===== src/rtl/pc_sequencer_pkg.sv =====
`default_nettype none
// =============================================================================
// pc_sequencer_pkg : shared FSM encoding and widths for the PC sequencer
// Revision: 1.0
// =============================================================================
package pc_sequencer_pkg;

  localparam int unsigned INSTR_W   = 32;
  localparam int unsigned TMO_CNT_W = 8;

  typedef enum logic [2:0] {
    ST_IDLE   = 3'd0,
    ST_FETCH  = 3'd1,
    ST_WAIT   = 3'd2,
    ST_EXEC   = 3'd3,
    ST_UPDATE = 3'd4
  } state_e;

endpackage
`default_nettype wire


===== src/rtl/pc_sequencer_next_pc.sv =====
`default_nettype none
// =============================================================================
// next_pc_select : prioritised next-PC mux (trap > jmp > br > pc+4) with
// alignment check on jump/branch targets. Revision: 1.0
// =============================================================================
module next_pc_select
  import pc_sequencer_pkg::*;
#(
  parameter logic [INSTR_W-1:0] TRAP_VECTOR = 32'h0000_0080
) (
  input  logic [INSTR_W-1:0] pc,
  input  logic               trap,
  input  logic               jmp,
  input  logic [INSTR_W-1:0] jmp_target,
  input  logic               br_taken,
  input  logic [INSTR_W-1:0] br_target,
  output logic [INSTR_W-1:0] target,
  output logic               misaligned
);

  always_comb begin
    target     = pc + 32'd4;
    misaligned = 1'b0;
    if (trap) begin
      target = TRAP_VECTOR;
    end else if (jmp) begin
      if (jmp_target[1:0] != 2'b00) begin
        target     = TRAP_VECTOR;
        misaligned = 1'b1;
      end else begin
        target = jmp_target;
      end
    end else if (br_taken) begin
      if (br_target[1:0] != 2'b00) begin
        target     = TRAP_VECTOR;
        misaligned = 1'b1;
      end else begin
        target = br_target;
      end
    end
  end

endmodule
`default_nettype wire


===== src/rtl/pc_sequencer.sv =====
`default_nettype none
// =============================================================================
// pc_sequencer : fetch / execute / PC-update sequencer with memory timeout
// Revision: 1.0
// =============================================================================
module pc_sequencer
  import pc_sequencer_pkg::*;
#(
  parameter logic [INSTR_W-1:0] TRAP_VECTOR = 32'h0000_0080,
  parameter int unsigned        MEM_TIMEOUT = 16
) (
  input  logic               CLK,
  input  logic               RES_N,
  input  logic [INSTR_W-1:0] pc,
  output logic [INSTR_W-1:0] pc_next,
  output logic               pc_write,
  output logic               imem_req,
  output logic [INSTR_W-1:0] imem_addr,
  input  logic               imem_ack,
  input  logic [INSTR_W-1:0] imem_rdata,
  output logic [INSTR_W-1:0] instr,
  output logic               instr_valid,
  input  logic               exec_done,
  input  logic               trap,
  input  logic               jmp,
  input  logic               br_taken,
  input  logic [INSTR_W-1:0] jmp_target,
  input  logic [INSTR_W-1:0] br_target,
  input  logic               stall,
  output logic               fault
);

  localparam logic [TMO_CNT_W-1:0] C_TMO_LIMIT = MEM_TIMEOUT[TMO_CNT_W-1:0];

  state_e                 state_q, state_d;
  logic [INSTR_W-1:0]     pc_next_q, pc_next_d;
  logic                   pc_write_q, pc_write_d;
  logic                   imem_req_q, imem_req_d;
  logic [INSTR_W-1:0]     instr_q, instr_d;
  logic                   instr_valid_q, instr_valid_d;
  logic                   fault_q, fault_d;
  logic [TMO_CNT_W-1:0]   tmo_cnt_q, tmo_cnt_d;

  logic [INSTR_W-1:0]     w_target;
  logic                   w_misaligned;
  logic [TMO_CNT_W-1:0]   w_tmo_inc;

  next_pc_select #(
    .TRAP_VECTOR (TRAP_VECTOR)
  ) u_next_pc_select (
    .pc         (pc),
    .trap       (trap),
    .jmp        (jmp),
    .jmp_target (jmp_target),
    .br_taken   (br_taken),
    .br_target  (br_target),
    .target     (w_target),
    .misaligned (w_misaligned)
  );

  assign w_tmo_inc = tmo_cnt_q + 8'd1;

  always_comb begin
    state_d    = state_q;
    pc_next_d  = pc_next_q;
    pc_write_d = 1'b0;
    instr_d    = instr_q;
    fault_d    = 1'b0;
    tmo_cnt_d  = tmo_cnt_q;

    case (state_q)
      ST_IDLE: state_d = ST_FETCH;
      ST_FETCH: begin
        tmo_cnt_d = '0;
        if (imem_ack) begin
          instr_d = imem_rdata;
          state_d = ST_EXEC;
        end else begin
          state_d = ST_WAIT;
        end
      end
      ST_WAIT: begin
        if (imem_ack) begin
          instr_d   = imem_rdata;
          tmo_cnt_d = '0;
          state_d   = ST_EXEC;
        end else if (w_tmo_inc == C_TMO_LIMIT) begin
          fault_d   = 1'b1;
          pc_next_d = TRAP_VECTOR;
          tmo_cnt_d = '0;
          state_d   = ST_UPDATE;
        end else begin
          tmo_cnt_d = w_tmo_inc;
        end
      end
      ST_EXEC: begin
        if (exec_done) begin
          pc_next_d = w_target;
          fault_d   = w_misaligned;
          state_d   = ST_UPDATE;
        end
      end
      ST_UPDATE: begin
        // The strobe is registered, so leave only after it has been seen,
        // guaranteeing the next fetch uses the freshly written PC.
        if (pc_write_q) begin
          state_d = ST_FETCH;
        end else if (!stall) begin
          pc_write_d = 1'b1;
        end
      end
      default: state_d = ST_IDLE;
    endcase

    imem_req_d    = (state_d == ST_FETCH) || (state_d == ST_WAIT);
    instr_valid_d = (state_d == ST_EXEC);
  end

  always_ff @(posedge CLK) begin
    if (!RES_N) begin
      state_q       <= ST_IDLE;
      pc_next_q     <= '0;
      pc_write_q    <= 1'b0;
      imem_req_q    <= 1'b0;
      instr_q       <= '0;
      instr_valid_q <= 1'b0;
      fault_q       <= 1'b0;
      tmo_cnt_q     <= '0;
    end else begin
      state_q       <= state_d;
      pc_next_q     <= pc_next_d;
      pc_write_q    <= pc_write_d;
      imem_req_q    <= imem_req_d;
      instr_q       <= instr_d;
      instr_valid_q <= instr_valid_d;
      fault_q       <= fault_d;
      tmo_cnt_q     <= tmo_cnt_d;
    end
  end

  assign pc_next     = pc_next_q;
  assign pc_write    = pc_write_q;
  assign imem_req    = imem_req_q;
  assign imem_addr   = imem_req_q ? pc : '0;
  assign instr       = instr_q;
  assign instr_valid = instr_valid_q;
  assign fault       = fault_q;

endmodule
`default_nettype wire


===== config.mk =====
export PLATFORM = sky130hd
export DESIGN_NAME = pc_sequencer
export DESIGN_NICKNAME = d
export VERILOG_FILES = /design/src/rtl/pc_sequencer_pkg.sv /design/src/rtl/pc_sequencer_next_pc.sv /design/src/rtl/pc_sequencer.sv
export SDC_FILE = /design/constraint.sdc
export NUM_CORES = 1
export LEC_CHECK = 0
export CAP_MARGIN = 10
export CORE_AREA = 10 10 107 85
export DETAILED_ROUTE_END_ITERATION = 10
export DIE_AREA = 0 0 117 95
export DONT_BUFFER_PORTS = 1
export PLACE_DENSITY_LB_ADDON = 0.12
export SLEW_MARGIN = 20
export SYNTH_ARGS = -nofsm -noshare
export SYNTH_HDL_FRONTEND = slang
export SYNTH_SLANG_ARGS = --single-unit
export TNS_END_PERCENT = 30

===== constraint.sdc =====
create_clock -name CLK -period 2.4 [get_ports CLK]
set_clock_uncertainty 0.2 [all_clocks]
set_input_delay 0.48 -clock CLK [delete_from_list [all_inputs] [get_ports CLK]]
set_output_delay 0.48 -clock CLK [all_outputs]
set_load 0.005 [all_outputs]

==> Yosys cells after proc, flatten, opt, wreduce, memory -nomap -nowiden <==
Cells that the tools add are included.
{ "word_totals": {"out_inout_bits": 100, "word_cells": 62, "inputBits": 136, "regBits": 79} }
{ "classes": {"n_reduce_logical": 10, "eq_ne": 11, "mux": 29, "bitwise_logic": 2, "addsub": 2} }
{ "op_table": {"columns": ["cell", "n"], "rows": [
  ["2-to-1 mux 32 bit", 9],
  ["case mux 32 bit (2 select lines)", 1],
  ["adder 32 x 3 -> 32 bit, second input constant", 1],
  ["2-to-1 mux 8 bit", 2],
  ["case mux 8 bit (2 select lines)", 1],
  ["case mux 3 bit (5 select lines)", 1],
  ["== test 3 x 2 -> 1 bit, second input constant", 4],
  ["2-to-1 mux 3 bit", 4],
  ["2-to-1 mux 1 bit", 10],
  ["adder 8 x 1 -> 8 bit, second input constant", 1],
  ["== test 8 x 5 -> 1 bit, second input constant", 1],
  ["nonzero test 2 bit", 4],
  ["== test 3 x 1 -> 1 bit, second input constant", 2],
  ["inequality test 2 bit, second input constant", 3],
  ["AND reduction 4 bit", 1],
  ["== test 3 bit, second input constant", 1],
  ["zero test 3 bit", 1],
  ["OR reduction 3 bit", 1],
  ["NOT 1 bit", 2],
  ["case mux 1 bit (2 select lines)", 1],
  ["AND reduction 2 bit", 1],
  ["OR reduction 2 bit", 1],
  ["logical OR 1 bit", 1]
]} }

==> Depth between registers and ports, before layout <==
Gate-level depths: netlist of run 1.
{ "depth": {"depth_word": 7, "ltp_mapped": 8, "mapped_depth_nobuf": 6} }

==> By module <==
From an unflattened synthesis of run 1, not the netlist that was laid out.
{ "hier_totals": {"cells_unflattened": 552, "hier_area_um2": 4420.5} }
{ "modules_own_cells": {"columns": ["mod", "seq_area_each_um2", "area_each_um2", "instances", "cells_each"], "rows": [
  ["pc_sequencer", 1581.5, 3050.4, 1, 342],
  ["next_pc_select", 0.0, 1370.1, 1, 210]
]} }

==> Worst setup path before layout of run 1 <==
OpenSTA, ideal clock, no wires.
{ "synth_path": {"path_type": "input to register", "from": "input pc[2]", "to": "register pc_next_q[20], in the netlist pc_next[20]", "path_buffers": 0, "cell_stages": 6, "t_arrival_ns": 1.710, "slack_ns": 0.368, "setup_time_ns": 0.122, "t_required_ns": 2.078, "path_cell_list": "ha_1 nand4_1 nor3_4 nand4_1 xnor2_1 a221o_1"} }
{ "synth_between": {"elab_chain_len": 6} }
{ "synth_lines": {"columns": ["item", "line", "rtl"], "rows": [
  ["start, declared", "pc_sequencer.sv:14", "input logic [INSTR_W-1:0] pc,"],
  ["adder 32 x 3 -> 32 bit", "pc_sequencer_next_pc.sv:22", "target = pc + 32'd4;"],
  ["2-to-1 mux 32 bit", "pc_sequencer_next_pc.sv:33", "end else if (br_taken) begin"],
  ["2-to-1 mux 32 bit", "pc_sequencer_next_pc.sv:26", "end else if (jmp) begin"],
  ["2-to-1 mux 32 bit", "pc_sequencer_next_pc.sv:24", "if (trap) begin"],
  ["2-to-1 mux 32 bit", "pc_sequencer.sv:97", "if (exec_done) begin"],
  ["case mux 32 bit (2 select lines)", "pc_sequencer.sv:71", "case (state_q)"],
  ["end signal, assigned", "pc_sequencer.sv:131", "pc_next_q <= pc_next_d;"],
  ["end, declared", "pc_sequencer.sv:36", "logic [INSTR_W-1:0] pc_next_q, pc_next_d;"]
]} }
No other way between the ends. The select of a mux whose other input is x is not followed.
A chain may end at the register's enable or synchronous reset.

==> Worst setup path in the final report of run 1 <==
{ "layout_path": {"from": "register state_q[0]", "to": "register pc_next_q[0], in the netlist pc_next[0]"} }
{ "layout_between": {"elab_chain_len": 3, "elab_cells_between_ends": 8, "cone_classes": "eq/ne: 5; mux: 1; reduce/logical: 2"} }
{ "layout_lines": {"columns": ["item", "line", "rtl"], "rows": [
  ["start, declared", "pc_sequencer.sv:35", "state_e state_q, state_d;"],
  ["start signal, assigned", "pc_sequencer.sv:130", "state_q <= state_d;"],
  ["== test 3 x 2 -> 1 bit", "pc_sequencer.sv:71", null],
  ["inequality test 2 bit (no line) or nonzero test 2 bit (tied branches)", null, null],
  ["AND reduction 4 bit (no line)", null, null]
]} }
Several ways; a longest one is shown, not always the timed one.

==> summary.txt, run 1 <==
Status - finished clean
Root Buffer - clkbuf_8
Reg area - 0.001582 sq mm
Synth cell types - 70
Net Sw Frac - 30.58%
Detail-routed net length per standard cell - 23.55 um
Post-synth ARST share - 0%
Starting density of the core - 62.22%
Largest net degree at the start of global routing - 47
GRT Total Usage - 25.24%
Die area - 0.01112 sq mm
Filler cell count - 622
Max Cap Viol - 0
Achievable clock frequency - 475.8 MHz
Synth-to-Final Area Change - 5.782%
Die height - 95 um
CTS tree - built
Global-route wire length before repair - 22,010 um
Hold path depth - 2
Final hold slack - 49.36 ps
Reg clk slew, reported paths - 90 ps
RSZ-0062 raised after global routing - no
Final HPWL DP - 11,560 um
Core area - 0.007094 sq mm
Post-synth EDFFs - 0
Synth Register Bits - 79
Tcrit/Tclk final - 87.58%
Post-route ant nets - 0
Fraction of layout cells with a size suffix above 1 - 10.28%
Setup-failing EPs final - 0
VDD IR max - 401.5 uV
Slew at the pin closest to its max-slew limit - 738.7 ps
Clock tree buffer depth - 2
DR vias/cell - 6.640
Net load switching power - 868.9 uW
Hold WC Path Type - input port to flip-flop
Worst skew pair latency - 350 ps
Slew headroom - 50.68%
ANT cells - 0
Core Rows - 27
PortBufs - 0
Post-route setup TNS - 0 ps
Synth Net Count - 675
CTS Sinks - 79
Arrival @ worst endpoint - 2200 ps
Top Ports - 236
Synth Instances - 537
Worst path depth - 5
Critical path peak fanout - 9
Share of the yosys chip area belonging to registers - 35.83%
DR vias - 4,130
Mean Syn Cell Area - 8.220 sq um
Kind of cell adding the most delay to the critical path - simple AND/OR/NAND/NOR gates
Internal power - 1.973 mW
Final Hold Viols - 0
Global route overflow - 0
Max H-tree Level - 3
Slowest stage delay, CP - 580 ps
Comb pwr share - 16.6%
Warnings from Yosys - 0
Multi-input logic area - 0.002643 sq mm
WS Path Type - flip-flop to flip-flop
Design area - 0.004669 sq mm
Final wirelength - 14,650 um
Antenna violations before repair - 0
Clk pwr share - 32.5%
Period minus WS final - 2102 ps
P_leak - 1.660 nW
DIE WIDTH - 117 um
CP Buf/Inv Count - 0
Sequential power share - 50.9%
Vias in the first global route - 3,944
Slowest CP cell - dfxtp_1
NumNets Final - 668
Post-DP Area - 0.004477 sq mm
Router iterations before antenna repair - 5
Number of DRC markers in iteration 0 - 263
Syn Std Cell Area - 0.004414 sq mm
PwrDens - 608.5 mW/mm^2
Reg2Reg Depth - 5
Primary FF master, synth - dfxtp_1
DR DRC count - 0
Setup Buffers After CTS - 0
Crit-path cells - and4b_4, nand3_4, nand2b_1, nor2_2, a22o_2
Required time worst endpoint - 2500 ps
RePlAce Congestion - 0.9348
Crit path capture type - flip-flop
TritonCTS Buffers - 9
Slew Limit Fails - 0
CP Launch Type - flip-flop
[layout by cell type (no fill, tap or decap), types with 3 or more instances in the layout]
| cell type | Yosys | layout |
|---|---|---|
| nand2_1 | 88 | 88 |
| dfxtp_1 | 79 | 79 |
| a21oi_1 | 48 | 48 |
| and2_1 | 40 | 40 |
| nor2_1 | 27 | 27 |
| o21ai_0 | 16 | 16 |
| a22oi_1 | 16 | 16 |
| xnor2_1 | 15 | 15 |
| nand3_1 | 15 | 15 |
| a221o_1 | 15 | 15 |
| nand4_1 | 14 | 14 |
| buf_4 | 2 | 13 |
| xor2_1 | 12 | 12 |
| and3_1 | 11 | 11 |
| clkbuf_8 | 0 | 10 |
| o211ai_1 | 8 | 8 |
| nand2b_1 | 7 | 7 |
| inv_1 | 6 | 6 |
| o21a_1 | 6 | 6 |
| nor3_1 | 5 | 5 |
| o2bb2ai_1 | 5 | 5 |
| nor2b_1 | 4 | 4 |
| nor3b_1 | 5 | 4 |
| and4_1 | 4 | 4 |
| nor3_4 | 3 | 3 |
| o21ai_1 | 3 | 3 |
| nor4_1 | 3 | 3 |
| a211oi_1 | 3 | 3 |
| clkinvlp_4 | 0 | 3 |
[what timing repair did]
item / in CTS / in global routing
endpoints found under the hold margin: 1 / 0
hold buffers: 1 / 0
resized for setup: 0 / 0
[flip-flops by register name (all words and copies together) (netlist names)]
register and cells:
pc_next 32, fault 1, tmo_cnt_q 8, imem_req 1, instr 32, instr_valid 1
state_q 3, pc_write 1
[final cells by class]
| type | count | area share (%) |
|---|---|---|
| inverter | 7 | 0.5627 |
| timing repair buffer | 15 | 2.733 |
| clock buffer | 10 | 2.947 |
| clock inverter | 6 | 0.9646 |
| sequential | 79 | 33.87 |
| tap | 87 | 2.331 |
| multi-input combinational | 418 | 56.59 |
[metrics by stage]
stage                     instances  power, mW  worst slack, ps  utilization [%]
after floorplan                 537      1.840            367.8                -
after global placement          605      1.935            210.5            63.10
after detailed placement        605      1.949            140.4            63.10
after CTS                       622      2.862            318.4            65.82
after global routing            622      2.978            208.4            65.82
final                           622      2.842            298.1            65.82
[cell usage after synthesis, types with 6 or more instances]
library cell	instances	area, sq um
o21ai_0	16	80.08
o211ai_1	8	60.06
buf_2	10	50.05
xor2_1	12	105.1
nand2_1	88	330.3
a21oi_1	48	240.2
nor2_1	27	101.4
nand3_1	15	75.07
a22oi_1	16	120.1
dfxtp_1	79	1582
and2_1	40	250.2
and3_1	11	68.82
nand2b_1	7	43.79
xnor2_1	15	131.4
o21a_1	6	45.04
inv_1	6	22.52
a221o_1	15	150.1
nand4_1	14	87.58
clkbuf_1	16	60.06
[logic make-up after synthesis]
kind of cell,share of synthesized area (%)
xor+xnor,5.357
compound gates,22.31
buf+inv,4.563
simple gates,30.39
mux,0.9920
fa+ha+maj,0.5668
flops,35.83
[metal layers]
layer	GRT usage (%)	vias to the layer above	part of all wire, %
met3	13.37	20	15
met4	6.982	0	1.7
met2	39.22	244	46
met5	0	-	0
li1	-	1918	-
met1	29.82	1948	37
[power by group through the flow]
stage               clock (mW)  combinational (mW)  sequential (mW)
floorplan                    0               0.390             1.45
global placement             0               0.457             1.48
detailed placement           0               0.469             1.48
CTS                      0.941               0.472             1.45
global route             0.991               0.529             1.46
finish                   0.923               0.472             1.45
[worst reg2reg max path: cells and delay by family, from the launching register on]
family          cells  cell delay [ps]
compound gates      1              200
flops               1              580
simple gates        4             1070
[worst paths after layout]
kind | from | to | slack [ps]
setup / recovery | state_q[0]$_SDFF_PN0_ | pc_next[0]$_SDFFE_PN0P_ | 300
hold / removal | imem_rdata[21] | instr[21]$_SDFFE_PN0P_ | 50
setup reg to reg | state_q[0]$_SDFF_PN0_ | pc_next[0]$_SDFFE_PN0P_ | 300
hold reg to reg | instr[3]$_SDFFE_PN0P_ | instr[3]$_SDFFE_PN0P_ | 280
No activity file was read; power rests on OpenSTA's default activity.
==> inputs of run 2 (changes only) <==
- CORE_AREA: 10 10 107 85 -> 10 10 137 101
- DIE_AREA: 0 0 117 95 -> 0 0 147 111
- DONT_BUFFER_PORTS: 1 -> default
==> summary.txt, run 2 (synthesis gave the netlist of run 1 again) <==
Status - finished clean
TritonCTS Buffers - 9 (unchanged)
ANT cells - 0 (unchanged)
CTS Sinks - 79 (unchanged)
Kind of cell adding the most delay to the critical path - buffers and inverters
Final Power - 3.992 mW (+40%)
Post-route ant nets - 0 (unchanged)
Die height - 111 um (+17%)
Final wirelength - 18,920 um (+29%)
VDD IR max - 335.5 uV (-16%)
Fraction of layout cells with a size suffix above 1 - 14.88% (+4.6 points)
DR DRC count - 0 (unchanged)
Detail-routed net length per standard cell - 18.98 um (-19%)
Achievable clock frequency - 423.6 MHz (-11%)
Reg2Reg Depth - 5 (unchanged)
Core Rows - 33 (+22%)
Worst path depth - 3 (-2)
Max Cap Viol - 0 (unchanged)
Worst skew pair latency - 330 ps (-20 ps)
Crit path capture type - primary output
Worst r2r src - state_q[0]$_SDFF_PN0_
WS Path Type - input port to primary output
Router iterations before antenna repair - 5 (unchanged)
Slowest stage delay, CP - 560 ps (-20 ps)
DIE WIDTH - 147 um (+26%)
PortBufs - 235 (+235)
Required time worst endpoint - 1720 ps (-780 ps)
Global-route wire length before repair - 29,970 um (+36%)
Worst Hold End - instr[14]$_SDFFE_PN0P_
Crit-path most repeated cell - clkdlybuf4s50_1
Final HPWL DP - 15,540 um (+34%)
Hold path depth - 2 (unchanged)
Commonest non-fill, non-tap cell in the layout - clkdlybuf4s50_1
Synth-to-Final Area Change - 76.70%
NumNets Final - 973 (+46%)
Die area - 0.01632 sq mm (+47%)
Core area - 0.01135 sq mm (+60%)
Most frequent cells in the layout - clkdlybuf4s50_1 (216), nand2_1 (88), buf_4 (82)
Slew at the pin closest to its max-slew limit - 444.7 ps (-294.0 ps)
Critical path peak fanout - 3 (-6)
Slowest CP cell - clkdlybuf4s50_1
Arrival @ worst endpoint - 1680 ps (-520 ps)
PwrDens - 511.8 mW/mm^2 (-16%)
CP Buf/Inv Count - 2 (+2)
Largest net degree at the start of global routing - 33 (-30%)
RePlAce Congestion - 0.8994 (-3.8%)
Slew headroom - 70.25% (+20 points)
Antenna violations before repair - 0 (unchanged)
Tcrit/Tclk final - 98.36% (+11 points)
Hold WC Path Type - flip-flop to flip-flop
Slew Limit Fails - 0 (unchanged)
Min-Delay Startpoint - instr[14]$_SDFFE_PN0P_
Number of DRC markers in iteration 0 - 324 (+23%)
Final hold slack - 252.5 ps (+203.1 ps)
Top Ports - 236 (unchanged)
CP Launch Type - input port
Crit-path cells - clkdlybuf4s50_1, and2_1, clkdlybuf4s50_1
Vias in the first global route - 5,446 (+38%)
Starting density of the core - 38.88% (-23 points)
Root Buffer - clkbuf_16
DR vias/cell - 5.237 (-21%)
Hold buffers post-CTS - 0 (-1)
DR vias - 5,221 (+26%)
Reg2Reg Setup Slack - 220 ps (-80 ps)
Global route overflow - 0 (unchanged)
P_leak - 3.058 nW (+84%)
Period minus WS final - 2361 ps (+258.7 ps)
Reg clk slew, reported paths - 60 ps (-30 ps)
CTS tree - built
Worst r2r dst - pc_next[0]$_SDFFE_PN0P_
Filler cell count - 925 (+49%)
GRT Total Usage - 22.43% (-2.8 points)
Max H-tree Level - 3 (unchanged)
Setup-failing EPs final - 0 (unchanged)
Clock tree buffer depth - 2 (unchanged)
Final Hold Viols - 0 (unchanged)
-- run 2: changes by cell type in the layout (fill, tap and decap cells not counted), sizes merged --
cell	before	now
clkdlybuf4s50	0	216
buf	14	85
dlygate4sd2	0	14
dlymetal6s2s	0	5
bufinv	0	2
clkinv	2	0
clkinvlp	3	2
dlygate4sd3	1	0
inv	8	9
-- run 2: layout make-up --
type	count	area (sq um)	area share [%]
timing repair buffer	320	3023	38.76
multi-input combinational	418	2651	33.99
sequential	79	1582	20.28
clock buffer	10	229.0	2.936
tap	157	196.4	2.518
clock inverter	6	92.59	1.187
inverter	7	26.28	0.3369
-- run 2: report_power, final --
| group | internal (mW) | switching [mW] | total, mW | leakage [nW] |
|---|---|---|---|---|
| sequential | 1.38 | 0.0506 | 1.43 | 0.641 |
| combinational | 0.614 | 0.458 | 1.07 | 2.27 |
| clock | 0.919 | 0.569 | 1.49 | 0.150 |
-- run 2: timing repair --
| action | CTS | global route |
|---|---|---|
| cloned | 0 | 0 |
| gates resized for setup | 14 | 6 |
| setup endpoints to repair | 14 | 10 |
| pin swaps | 0 | 3 |
| setup buffers | 0 | 2 |
-- run 2: per-stage QoR --
step / setup WS (ps) / area, sq um / std cells / util [%] / TNS, ps
after floorplan: 367.8 / 4414 / 537 / - / 0
after global placement: -205.6 / 7447 / 979 / 65.59 / -3605
after detailed placement: -275.7 / 7447 / 979 / 65.59 / -5430
after CTS: 7.678 / 7751 / 995 / 68.26 / 0
after global routing: -0.8986 / 7800 / 997 / 68.69 / -0.8986
final: 39.46 / 7800 / 997 / 68.69 / 0
-- run 2: metal layers --
metal  vias to the layer above  global-route usage (%)  part of all wire [%]
met1                      2442                   27.81                    43
met5                         -                       0                     0
met2                       222                   36.22                    46
met3                        25                   7.830                   8.9
met4                         0                   5.863                   1.9
li1                       2532                       -                     -
-- run 2: tightest hold or removal path, stage by stage, from the launching register on --
cell and delay [ps]:
dfxtp_1 310, nand2_1 50, a21oi_1 50
-- run 2: how the worst max path moves through the flow --
| stage | slack, ps | endpoint | from |
|---|---|---|---|
| 2_1_floorplan | 370 | pc_next[20]$_SDFFE_PN0P_ | pc[2] |
| 3_3_place_gp | -210 | pc_next[20]$_SDFFE_PN0P_ | pc[2] |
| 3_5_place_dp | -280 | pc_next[20]$_SDFFE_PN0P_ | pc[2] |
| 4_1_cts | 8 | imem_addr[13] | pc[13] |
| 5_1_grt | -0.9 | pc_next[21]$_SDFFE_PN0P_ | pc[2] |
| 6_report | 40 | imem_addr[18] | pc[18] |
==> inputs of run 3 (changes only) <==
- CORE_AREA: 10 10 137 101 -> 10 10 111 83
- DIE_AREA: 0 0 147 111 -> 0 0 121 93
- DONT_BUFFER_PORTS: default -> 1
- TNS_END_PERCENT: 30 -> 20
==> summary.txt, run 3 (synthesis gave the netlist of run 1 again) <==
Status - finished clean
Reg2Reg Depth - 5 (unchanged)
Starting density of the core - 61.96% (+23 points)
Period minus WS final - 2083 ps (-277.5 ps)
Slew Limit Fails - 0 (unchanged)
Hold buffers post-CTS - 1 (+1)
Required time worst endpoint - 2500 ps (+780 ps)
Root Buffer - clkbuf_8
ANT cells - 0 (unchanged)
WS Path Type - flip-flop to flip-flop
CP Launch Type - flip-flop
Design area - 0.004686 sq mm (-40%)
Crit path capture type - flip-flop
Slew headroom - 50.86% (-19 points)
DR DRC count - 0 (unchanged)
Setup crit start - state_q[0]$_SDFF_PN0_
Commonest non-fill, non-tap cell in the layout - nand2_1
Post-DP Area - 0.004456 sq mm (-40%)
DR vias/cell - 6.457 (+23%)
Final wirelength - 14,790 um (-22%)
Achievable clock frequency - 480.1 MHz (+13%)
DR vias - 4,068 (-22%)
Post-route setup TNS - 0 ps (unchanged)
Detail-routed net length per standard cell - 23.48 um (+24%)
Fraction of layout cells with a size suffix above 1 - 9.586% (-5.3 points)
Finished Layout Cells - 630 (-37%)
PwrDens - 640.8 mW/mm^2 (+25%)
Die area - 0.01125 sq mm (-31%)
Hold path depth - 1 (-1)
Vias in the first global route - 3,912 (-28%)
Core Rows - 26 (-21%)
Router iterations before antenna repair - 5 (unchanged)
Dpl ws - 139.3 ps (+415.0 ps)
NumNets Final - 665 (-32%)
TritonCTS Buffers - 9 (unchanged)
Layout Utilization - 65.77% (-2.9 points)
CP endpoint - pc_next[20]$_SDFFE_PN0P_
RSZ-0062 raised after global routing - no
Final HPWL DP - 11,830 um (-24%)
Tcrit/Tclk final - 86.79% (-12 points)
VDD IR max - 447.2 uV (+33%)
Setup-failing EPs final - 0 (unchanged)
Max Cap Viol - 0 (unchanged)
CTS tree - built
Antenna violations before repair - 0 (unchanged)
Post-route ant nets - 0 (unchanged)
PortBufs - 0 (-100%)
Final Hold Viols - 0 (unchanged)
DIE WIDTH - 121 um (-18%)
Reg2Reg Setup Slack - 320 ps (+100 ps)
Number of DRC markers in iteration 0 - 384 (+19%)
Clock tree buffer depth - 2 (unchanged)
CTS resizes - 0 (-14)
Setup Buffers After CTS - 0 (unchanged)
Final worst slack - 317.0 ps (+277.5 ps)
Worst r2r dst - pc_next[20]$_SDFFE_PN0P_
Final hold slack - 47.88 ps (-204.6 ps)
Top Ports - 236 (unchanged)
GRT Total Usage - 25.12% (+2.7 points)
Global-route wire length before repair - 22,580 um (-25%)
Hold WC Path Type - input port to flip-flop
Most frequent cells in the layout - nand2_1 (88), dfxtp_1 (79), a21oi_1 (48)
Core area - 0.007124 sq mm (-37%)
P_leak - 1.658 nW (-46%)
RePlAce Congestion - 0.8635 (-4.0%)
Final Power - 3.003 mW (-25%)
Die height - 93 um (-16%)
Slew at the pin closest to its max-slew limit - 736.0 ps (+291.3 ps)
Synth-to-Final Area Change - 6.151%
Global route overflow - 0 (unchanged)
Largest net degree at the start of global routing - 47 (+42%)
CTS Sinks - 79 (unchanged)
Placed insts - 613 (-37%)
Worst r2r src - state_q[0]$_SDFF_PN0_
Worst skew pair latency - 350 ps (+20 ps)
Critical path peak fanout - 9 (+6)
Arrival @ worst endpoint - 2180 ps (+500 ps)
Reg clk slew, reported paths - 90 ps (+30 ps)
Max H-tree Level - 3 (unchanged)
[run 3: changes by cell type in the layout (fill, tap and decap cells not counted)]
cell             before  now
buf_12                3    0
dlygate4sd3_1         0    1
dlygate4sd2_1        14    0
dlymetal6s2s_1        5    0
nor4b_4               1    0
and2_1               41   40
clkbuf_8              0    9
clkdlybuf4s50_1     216    0
buf_4                82   11
clkbuf_16             9    0
nor4b_2               1    2
and2_0                0    1
[run 3: worst min path at each step]
stage | from | endpoint | slack, ps
4_1_cts | pc[0] | pc_next[0]$_SDFFE_PN0P_ | 30
3_3_place_gp | instr[3]$_SDFFE_PN0P_ | instr[3]$_SDFFE_PN0P_ | 270
6_report | pc[0] | pc_next[0]$_SDFFE_PN0P_ | 50
3_5_place_dp | instr[1]$_SDFFE_PN0P_ | instr[1]$_SDFFE_PN0P_ | 280
2_1_floorplan | instr[0]$_SDFFE_PN0P_ | instr[0]$_SDFFE_PN0P_ | 250
5_1_grt | pc[0] | pc_next[0]$_SDFFE_PN0P_ | 20
[run 3: critical path, stage by stage (launching register included)]
cell and delay, ps:
dfxtp_1 590, and4b_4 350, nand3_4 100, nand2b_1 300, nor2_2 300, a221o_1 190
[run 3: report_power, final]
group	internal, mW	switching [mW]
sequential	1.38	0.0678
clock	0.593	0.515
combinational	0.169	0.278
[run 3: area by class of cell]
class / instances / area, sq um
multi-input combinational: 418 / 2643
fill: 645 / 2439
sequential: 79 / 1582
clock buffer: 10 / 127.6
tap: 98 / 122.6
clock inverter: 6 / 92.59
timing repair buffer: 12 / 92.59
inverter: 7 / 26.28
[run 3: routing by layer]
metal | up-vias | GRT usage (%) | wire (um)
li1 | 1915 | - | -
met1 | 1896 | 30.53 | 5829
met2 | 232 | 38.43 | 6572
met3 | 25 | 12.55 | 2115
met4 | 0 | 7.014 | 276
met5 | - | 0 | 0
